**src/rtl/fir_seq_ctrl.sv**
```systemverilog
// fir_seq_ctrl: sample sequencer and double-buffered coefficient manager for
// the 32-tap FIR datapath. One sample in flight at a time; host coefficient
// writes land in a shadow bank that is copied to the active bank between samples.
// Build option: define FIR_SEQ_STATS_EN to add stat_samples / stat_timeouts.
module fir_seq_ctrl #(
   parameter int NTAPS    = 32,
   parameter int SAMPLE_W = 16,
   parameter int COEFF_W  = 17,
   parameter int TIMEOUT  = 15
) (
   input  logic                       clk,
   input  logic                       rst_n,
   input  logic                       in_valid,
   output logic                       in_ready,
   input  logic [SAMPLE_W-1:0]        in_data,
   output logic                       out_valid,
   input  logic                       out_ready,
   output logic [SAMPLE_W-1:0]        out_data,
   output logic                       fir_run,
   input  logic                       fir_busy,
   output logic [SAMPLE_W-1:0]        fir_sample,
   input  logic [SAMPLE_W-1:0]        fir_result,
   output logic [NTAPS*COEFF_W-1:0]   fir_coeff,
   input  logic                       cfg_we,
   input  logic [$clog2(NTAPS)-1:0]   cfg_addr,
   input  logic [COEFF_W-1:0]         cfg_data,
   input  logic                       cfg_commit,
   output logic                       cfg_pending,
   output logic                       err_timeout
`ifdef FIR_SEQ_STATS_EN
   ,
   output logic [31:0]                stat_samples,
   output logic [15:0]                stat_timeouts
`endif
);

   localparam int AW = $clog2(NTAPS);
   localparam int TW = $clog2(TIMEOUT + 1);

   typedef enum logic [2:0] {
      S_IDLE,
      S_SWAP,
      S_ISSUE,
      S_WAIT,
      S_OUTPUT
   } state_t;

   state_t             state, state_nx;
   logic [TW-1:0]      timer;
   logic [COEFF_W-1:0] shadow [NTAPS];
   logic [COEFF_W-1:0] active [NTAPS];
   logic               accept_in;
   logic               capture;
   logic               abort;
   logic               timer_max;

   assign timer_max = (timer == TW'(TIMEOUT));

   // State register.
   always_ff @(posedge clk or negedge rst_n) begin
      if (!rst_n) state <= S_IDLE;
      else        state <= state_nx;
   end

   // Next-state decode and per-state control strobes.
   always_comb begin
      state_nx  = state;
      in_ready  = 1'b0;
      out_valid = 1'b0;
      fir_run   = 1'b0;
      accept_in = 1'b0;
      capture   = 1'b0;
      abort     = 1'b0;
      case (state)
         S_IDLE: begin
            if (cfg_pending) begin
               state_nx = S_SWAP;
            end else begin
               in_ready = rst_n;
               if (in_valid && rst_n) begin
                  accept_in = 1'b1;
                  state_nx  = S_ISSUE;
               end
            end
         end
         S_SWAP:  state_nx = S_IDLE;
         S_ISSUE: begin
            fir_run  = 1'b1;
            state_nx = S_WAIT;
         end
         S_WAIT: begin
            if (!fir_busy) begin
               capture  = 1'b1;
               state_nx = S_OUTPUT;
            end else if (timer_max) begin
               abort    = 1'b1;
               state_nx = S_IDLE;
            end
         end
         S_OUTPUT: begin
            out_valid = 1'b1;
            if (out_ready) state_nx = S_IDLE;
         end
         default: state_nx = S_IDLE;
      endcase
   end

   // Sample latch, result capture, busy timer and sticky timeout flag.
   always_ff @(posedge clk or negedge rst_n) begin
      if (!rst_n) begin
         fir_sample  <= '0;
         out_data    <= '0;
         timer       <= '0;
         err_timeout <= 1'b0;
      end else begin
         if (accept_in) fir_sample <= in_data;
         if (state == S_ISSUE)                timer <= '0;
         else if (state == S_WAIT && !timer_max) timer <= timer + TW'(1);
         if (capture) out_data <= fir_result;
         if (abort)   err_timeout <= 1'b1;
      end
   end

   // Coefficient banks: shadow takes host writes at any time; active changes only in SWAP.
   // Non-blocking copy means a write in the SWAP cycle misses this swap, and a
   // commit in that cycle re-arms pending so a second swap picks it up.
   always_ff @(posedge clk or negedge rst_n) begin
      if (!rst_n) begin
         for (int unsigned k = 0; k < NTAPS; k++) begin
            shadow[k] <= '0;
            active[k] <= '0;
         end
         cfg_pending <= 1'b0;
      end else begin
         if (cfg_we && ({1'b0, cfg_addr} < (AW+1)'(NTAPS))) shadow[cfg_addr] <= cfg_data;
         if (state == S_SWAP) begin
            for (int unsigned k = 0; k < NTAPS; k++) active[k] <= shadow[k];
            cfg_pending <= cfg_commit;
         end else if (cfg_commit) begin
            cfg_pending <= 1'b1;
         end
      end
   end

   // Flatten the active bank onto the FIR coefficient bus.
   always_comb begin
      fir_coeff = '0;
      for (int unsigned k = 0; k < NTAPS; k++) fir_coeff[k*COEFF_W +: COEFF_W] = active[k];
   end

`ifdef FIR_SEQ_STATS_EN
   // Output-handshake counter (wrapping) and timeout-abort counter (saturating).
   always_ff @(posedge clk or negedge rst_n) begin
      if (!rst_n) begin
         stat_samples  <= '0;
         stat_timeouts <= '0;
      end else begin
         if (out_valid && out_ready) stat_samples <= stat_samples + 32'd1;
         if (abort && stat_timeouts != 16'hFFFF) stat_timeouts <= stat_timeouts + 16'd1;
      end
   end
`else
   // No statistics counters in this build.
`endif

endmodule
```
**config.mk**
```make
export PLATFORM = sky130hd
export DESIGN_NAME = fir_seq_ctrl
export DESIGN_NICKNAME = d
export VERILOG_FILES = /design/src/rtl/fir_seq_ctrl.sv
export SDC_FILE = /design/constraint.sdc
export NUM_CORES = 1
export LEC_CHECK = 0
export CORE_UTILIZATION = 50
export DETAILED_ROUTE_END_ITERATION = 10
export GPL_ROUTABILITY_DRIVEN = 0
export PLACE_DENSITY = 0.74
export SYNTH_ARGS = -nofsm -noshare
export SYNTH_HDL_FRONTEND = slang
export SYNTH_SLANG_ARGS = --single-unit
```
**constraint.sdc**
```tcl
create_clock -name clk -period 2.4 [get_ports clk]
set_input_delay 0.6 -clock clk [delete_from_list [all_inputs] [get_ports clk]]
set_output_delay 0.6 -clock clk [all_outputs]
set_load 0.005 [all_outputs]
```
After elaboration in Yosys (flattened, before gate mapping)
Cells that the tools add are included.

word-level totals
  register bits after elaboration = 1129
  bits in latches = 0
  RAM bits = 0
  memory bits (read-only) = 0
  input bits = 61
  output and inout bits = 581
  memories kept = 0

operators by class
  $add $sub $neg = 1
  multipliers = 0
  div/mod/pow operators = 0
  magnitude comparators = 2
  eq/ne operators = 8
  shift-type cells = 0
  multiplexer cells = 25
  bitwise operators = 1
  reductions and logical operators = 8

operator list
  operator                                                   count
  bitwise mux 544 bit                                        1
  demux 17 bit (select 5 bit)                                1
  2-to-1 mux 17 bit                                          1
  2-to-1 mux 3 bit                                           5
  2-to-1 mux 1 bit                                           14
  one-hot mux 3 bit (4 select lines)                         1
  2-to-1 mux 4 bit                                           2
  equality test 3 x 2 -> 1 bit (second input constant)       2
  greater-or-equal comparator 6 bit (second input constant)  1
  < comparator 6 x 1 -> 1 bit (second input constant)        1
  != test 3 bit (second input constant)                      2
  NOT 5 -> 6 bit                                             1
  adder 4 x 1 -> 4 bit (second input constant)               1
  equality test 4 bit (second input constant)                1
  nonzero test 2 bit                                         2
  equality test 3 x 1 -> 1 bit (second input constant)       1
  equality test 3 bit (second input constant)                1
  logical AND 1 bit                                          3
  zero test 3 bit                                            1
  AND reduction 3 bit                                        1
  != test 2 bit (second input constant)                      1
  zero test 1 bit                                            1

Logic depth before layout (Yosys ltp)
Gate-level depths: netlist of run 1.

  depth in word-level cells = 6
  mapped depth = 6
  mapped depth without buffers = 4

Worst setup path after synthesis of run 1
Ideal clock, no wire load.

  path type = input port to flip-flop
  from = input port cfg_addr[4]
  to = register shadow[23] in the netlist's numbering
  library setup time = 125 ps
  arrival = 1845 ps
  setup slack = 430 ps
  stages = 5
  buffers on the path = 2
  cell sequence = buf_2 -> nand2_1 -> nor2_2 -> buf_2 -> mux2_2

between the ends
  word-level cells in the longest chain between the ends = 6
  elaborated cells on any way between the ends = 7
  classes of those cells = order compare (2); mux (3); bitwise (1); reduce/logical (1)

ends and longest elaborated chain
  item                                                                                                    RTL line  text
  from (decl)                                                                                             25        input logic [$clog2(NTAPS)-1:0] cfg_addr,
  NOT 5 -> 6 bit (implied by the code) *                                                                  135       if (cfg_we && ({1'b0, cfg_addr} < (AW+1)'(NTAPS))) shadow[cfg_addr] <= cfg_data;
  greater-or-equal comparator 6 bit (implied by the code) or < comparator 6 x 1 -> 1 bit (tied branches)  135
  logical AND 1 bit (implied by the code)                                                                 135
  2-to-1 mux 17 bit (implied by the code)                                                                 135
  demux 17 bit (select 5 bit) *                                                                           135
  bitwise mux 544 bit *                                                                                   135
  to (signal, indexed assignment)                                                                         135
  to (decl)                                                                                               50        logic [COEFF_W-1:0] shadow [NTAPS];

Mark *: on every way between the ends. The rest lies on a longest branch, timed or not.
A chain may end at the register's enable or synchronous reset.

Final worst setup path of run 1
  from = register cfg_pending
  to = output port cfg_pending

RTL lines
  item                    RTL line  text
  from (decl)             28        output logic cfg_pending,
  from (signal assigned)  138       cfg_pending <= cfg_commit;

No word-level cell between the ends.

==> flow_metrics.env, run 1 <==
export IMPL_final_max_slew_violation_count=0
export IMPL_overflow=0
export IMPL_arrival_ns=1.73
export IMPL_final_util_pct=65.5
export IMPL_area_delta_synth_final_pct=29.7
export IMPL_fmax_mhz=430
export IMPL_path_max_fanout=4
export IMPL_switching_power_w=0.0191
export IMPL_antenna_found_initial=10
export IMPL_die_area_sq_um=85700
export IMPL_relSlewSlack_pct=27.2
export IMPL_worst_r2r_endpoint="fir_coeff[163]"
export IMPL_crit_path_max_incr_delay_ns=0.58
export IMPL_htreeDepth=3
export IMPL_setup_tns_ns=0
export IMPL_via_count=24300
export IMPL_first_iter_violations=1338
export IMPL_netlist_instances=2497
export IMPL_crit_path_cell_trace="clkdlybuf4s50_1"
export IMPL_nFillCells=5790
export IMPL_rr_worst_depth=6
export IMPL_power_w=0.0690
export IMPL_synth_top_area_share_pct=66.8
export IMPL_synth_distinct_cells=36
export IMPL_ys_seq_area_share_pct=66.8
export IMPL_drtAntennaViolNets=0
export IMPL_grt_util_all_layers_pct=26.8
export IMPL_sw_frac_of_total_pct=27.6
export IMPL_ys_seq_elements=1129
export IMPL_p_int_w=0.0500
export IMPL_critical_path_class="flop to output port"
export IMPL_period_minus_slack_ns=2.33
export IMPL_cts_buffers=110
export IMPL_critical_path_top_delay_family="buffers and inverters"
export IMPL_synth_top_area_cell="dfrtp_1"
export IMPL_rows=106
export IMPL_finalHoldViolations=0
export IMPL_endpoint_kind="output port"
export IMPL_p_comb_share_pct=31.7
export IMPL_outcome="finished clean"
export IMPL_die_w_um=293
export IMPL_syn_area_per_cell_sq_um=16.9
export IMPL_p_seq_share_pct=42.0
export IMPL_synthesis_area_sq_um=42300
export IMPL_cts_root_buf="clkbuf_16"
export IMPL_crit_slowest_cell="clkdlybuf4s50_1"
export IMPL_tightest_slew_ns=1.09
export IMPL_hpwl_um=73900
export IMPL_r2r_start="state[0]"
export IMPL_instances_no_fill=4422
export IMPL_drive_above_1_share_pct=44.7
export IMPL_setup_violations=0
export IMPL_clk_pin_slew_ns=0.06
export IMPL_timing_final_crit_share_pct=97.0
export IMPL_yosys_warnings=0
export IMPL_synth_nets=2559
export IMPL_initial_core_util_pct=50.5
export IMPL_dp_slack_ns=-0.141
export IMPL_routedWlPerCell_um=25.8
export IMPL_drtPass1Iterations=5
export IMPL_vdd_ir_drop_max_mv=0.766
export IMPL_cap_viol_max_count=0
export IMPL_core_sq_um=83700
export IMPL_nets=3260
export IMPL_synth_edff_count=0
export IMPL_p_leak_nw=25.0
export IMPL_clk_latency_ns=0.67
export IMPL_power_share_clock_pct=26.4
export IMPL_pin_count=642
export IMPL_reg2reg_slack_ns=0.23
export IMPL_viasPerCell=5.48
export IMPL_hold_path_class="input port to async pin"
export IMPL_die_y_um=293
export IMPL_critPathRequiredTime_ns=1.80
export IMPL_wl_um=114000
export IMPL_p_per_area_nw_per_um2=1260
export IMPL_port_buffers=641
export IMPL_fin_worst_skew_ns=0.0225
export IMPL_final_common_cell="dfrtp_1"
export IMPL_cp_num_buf_inv=1
export IMPL_synth_ff_type="dfrtp_1"
export IMPL_ctsLongestPathBuffers=3
export IMPL_cts_tree="yes"
export IMPL_dp_cells=4213
export IMPL_cp_start_kind="flop"
export IMPL_rsz0062_at_grt="false"
export IMPL_setup_ws_ns=0.0730
export IMPL_cts_sinks=1129
export IMPL_most_common_layout_cells="dfrtp_1, mux2_2, clkdlybuf4s50_1, clkbuf_16, buf_12"
export IMPL_synth_area_top_cells="dfrtp_1, mux2_2, buf_2"
export IMPL_drc_errors=0
export IMPL_grt_max_degree=188
export IMPL_synth_async_reset_ratio_pct=100
export IMPL_grt_pass1_vias=26200
export IMPL_grt_pass1_wl_um=170000
worst min-delay path, cell delays in order:
cell and delay [ns]:
dlygate4sd3_1 0.57, buf_8 0.13, buf_12 0.22
cells by family (layout without fill, tap and decap cells):
group,Yosys count,after routing,share of synthesized area (%)
multiplexers,1120,1120,29.8
flip-flops,1129,1129,66.8
adder cells (fa/ha/maj),1,1,0.0296
AO/OA/AOI/OAI,11,11,0.172
AND/OR/NAND/NOR,74,74,1.21
buffers and inverters,162,951,1.90
other,0,2,0
stage by stage:
step,cell area (sq um),hold WS [ns]
2_1_floorplan,42300,0.304
3_5_place_dp,50800,0.485
5_1_grt,54800,0.497
4_1_cts,54800,0.467
3_3_place_gp,50800,0.480
6_report,54800,0.490
power by group through the flow:
stage               sequential (W)  combinational (W)  clock, W
floorplan                   0.0280             0.0101         0
global placement            0.0289             0.0212         0
detailed placement          0.0293             0.0218         0
CTS                         0.0290             0.0221    0.0185
global route                0.0295             0.0231    0.0193
finish                      0.0290             0.0218    0.0182
timing repair:
| item | CTS | global route |
|---|---|---|
| hold endpoints to repair | 71 | 0 |
| buffers inserted | 6 | 0 |
| hold buffers | 1 | 0 |
| pin swaps | 1 | 0 |
| setup endpoints to repair | 3 | 2 |
| gates resized for setup | 15 | 2 |
synth_stat cells, types with 2 or more instances:
cell type,instances
o21bai_1,2
nor2_1,3
and3_1,3
mux2_2,1120
buf_2,82
nand2_1,8
and4bb_2,3
o21ai_0,2
a21oi_1,4
buf_8,2
nand2_2,9
nor2_2,12
buf_4,5
clkbuf_1,64
buf_6,7
dfrtp_1,1129
nand4_1,3
nand4b_1,4
or3_1,3
nand3_1,6
nor2b_1,5
nand2b_1,3
nor3b_2,2
nand3_2,4
metal layers:
layer / wire length [um] / global-route usage, % / vias to the layer above / part of all wire [%]
met4: 3680 / 9.63 / 4 / 3.2
met5: 23 / 0 / - / 0.020
met1: 46800 / 35.0 / 13100 / 41
met3: 7510 / 6.13 / 185 / 6.6
met2: 55900 / 43.8 / 773 / 49
li1: - / - / 10200 / -
sequential cells by signal, summed over array words and instances (netlist names):
| register | cells |
|---|---|
| fir_sample | 16 |
| fir_coeff | 544 |
| state | 3 |
| shadow | 544 |
| timer | 4 |
| err_timeout | 1 |
| cfg_pending | 1 |
| out_data | 16 |
worst max path at each step:
stage | startpoint | slack, ns | cells after the start | to
after floorplan | cfg_addr[4] | 0.43 | 5 | shadow[23]
after global placement | cfg_addr[2] | -0.06 | 6 | shadow[346]
after detailed placement | cfg_addr[2] | -0.14 | 6 | shadow[340]
after CTS | state[0] | 0.02 | 3 | out_valid
after global routing | state[0] | 0.01 | 3 | out_valid
final | cfg_pending | 0.07 | 1 | cfg_pending
layout make-up:
cell class              count  area [sq um]  area share, %
clock buffers             156          3220           5.87
inverters                   1          3.75        0.00685
repair buffers            750          7970           14.5
diodes                      2          5.00        0.00913
flip-flops and latches   1129         28300           51.6
clock inverters            44           679           1.24
multi-input cells        1206         13300           24.2
well taps                1134          1420           2.59
No activity file was read; power rests on OpenSTA's default activity.
==> run 2: changes to the inputs <==
GPL_ROUTABILITY_DRIVEN = unset   (was 0)
HOLD_SLACK_MARGIN = 0.06   (was unset)
SKIP_CTS_REPAIR_TIMING = 1   (was unset)
==> flow_metrics.env, run 2 (synthesized netlist as in run 1, its figures left out) <==
export IMPL_outcome="finished clean"
export IMPL_drtAntennaViolNets=0
export IMPL_dpl_cell_area_sq_um=50800
export IMPL_crit_slowest_cell="clkdlybuf4s50_1"
export IMPL_antenna_found_initial=10
export IMPL_p_leak_nw=25.1
export IMPL_grt_util_all_layers_pct=26.7
export IMPL_first_iter_violations=1358
export IMPL_crit_path_max_incr_delay_ns=0.57
export IMPL_routedWlPerCell_um=25.8
export IMPL_htreeDepth=3
export IMPL_arrival_ns=1.70
export IMPL_setup_violations=0
export IMPL_area_delta_synth_final_pct=29.6
export IMPL_rr_worst_depth=5
export IMPL_gp_routability_congestion=0.815
export IMPL_drc_errors=0
export IMPL_rsz0062_at_grt="false"
export IMPL_drive_above_1_share_pct=44.6
export IMPL_fin_area_sq_um=54800
export IMPL_endpoint_kind="output port"
export IMPL_power_w=0.0690
export IMPL_overflow=0
export IMPL_grt_pass1_vias=26200
export IMPL_timing_final_crit_share_pct=95.9
export IMPL_cts_buffers=110
export IMPL_p_per_area_nw_per_um2=1260
export IMPL_die_w_um=293
export IMPL_instances_no_fill=4419
export IMPL_ctsLongestPathBuffers=3
export IMPL_crit_path_cell_trace="clkdlybuf4s50_1"
export IMPL_vdd_ir_drop_max_mv=0.766
export IMPL_period_minus_slack_ns=2.30
export IMPL_dp_slack_ns=-0.141
export IMPL_die_y_um=293
export IMPL_initial_core_util_pct=50.5
export IMPL_clk_pin_slew_ns=0.06
export IMPL_path_max_fanout=4
export IMPL_die_area_sq_um=85700
export IMPL_rows=106
export IMPL_critPathRequiredTime_ns=1.80
export IMPL_pin_count=642
export IMPL_most_common_layout_cells="dfrtp_1, mux2_2, clkdlybuf4s50_1, clkbuf_16, buf_12"
export IMPL_cts_root_buf="clkbuf_16"
export IMPL_hpwl_um=73900
export IMPL_critical_path_top_delay_family="buffers and inverters"
export IMPL_fin_worst_skew_ns=0.0225
export IMPL_cp_depth=1
export IMPL_final_common_cell="dfrtp_1"
export IMPL_finalHoldViolations=0
export IMPL_wl_um=114000
export IMPL_cts_sinks=1129
export IMPL_setup_ws_ns=0.0978
export IMPL_grt_max_degree=188
export IMPL_nets=3257
export IMPL_clk_latency_ns=0.66
export IMPL_drtPass1Iterations=5
export IMPL_tightest_slew_ns=1.09
export IMPL_grt_pass1_wl_um=170000
export IMPL_port_buffers=641
export IMPL_nFillCells=5796
export IMPL_viasPerCell=5.48
export IMPL_dp_cells=4213
export IMPL_hold_path_class="input port to async pin"
export IMPL_cp_start_kind="flop"
export IMPL_via_count=24200
export IMPL_cap_viol_max_count=0
export IMPL_critical_path_class="flop to output port"
export IMPL_fmax_mhz=434
export IMPL_core_sq_um=83700
export IMPL_final_max_slew_violation_count=0
export IMPL_relSlewSlack_pct=27.2
export IMPL_cts_tree="yes"
export IMPL_cp_num_buf_inv=1
## run 2: changes by cell type in the layout (fill, tap and decap cells not counted)
cell,before,now
buf_4,42,40
buf_2,18,17
dlygate4sd2_1,2,0
buf_6,1,0
dlymetal6s2s_1,0,3
## run 2: per-stage QoR
step	util (%)	hold slack, ns	setup TNS [ns]
2_1_floorplan	-	0.304	0
3_3_place_gp	60.7	0.480	-4.27
3_5_place_dp	60.7	0.485	-15.40
4_1_cts	65.4	-0.152	-1.19
5_1_grt	65.5	0.496	0
6_report	65.5	0.487	0
## run 2: power by group
| part | internal [W] | leakage, nW | switching (W) |
|---|---|---|---|
| logic | 0.0140 | 8.68 | 0.00777 |
| registers | 0.0250 | 14.4 | 0.00403 |
| clock network | 0.0109 | 1.93 | 0.00724 |
## run 2: metal layers
layer | global-route usage, % | routed length, um | vias up
li1 | - | - | 10200
met1 | 35.0 | 46800 | 13000
met2 | 43.8 | 56000 | 774
met3 | 6.13 | 7450 | 190
met4 | 9.46 | 3640 | 4
met5 | 0 | 23 | -
## run 2: worst paths after layout
check                                  to        start  slack, ns
max in group asynchronous      shadow[40]        rst_n       0.46
max reg2reg                fir_coeff[163]     state[2]       0.23
min in group clk           fir_coeff[209]  shadow[328]       0.49
min reg2reg                fir_coeff[209]  shadow[328]       0.49
max                           cfg_pending  cfg_pending        0.1
min                           cfg_pending        rst_n       0.49
## run 2: area by class of cell
class                   count  area (sq um)  share of cell area (%)
clock buffers             156          3220                    5.87
flip-flops and latches   1129         28300                    51.6
inverters                   1          3.75                 0.00685
well taps                1134          1420                    2.59
diodes                      2          5.00                 0.00913
repair buffers            747          7960                    14.5
clock inverters            44           679                    1.24
multi-input cells        1206         13300                    24.2
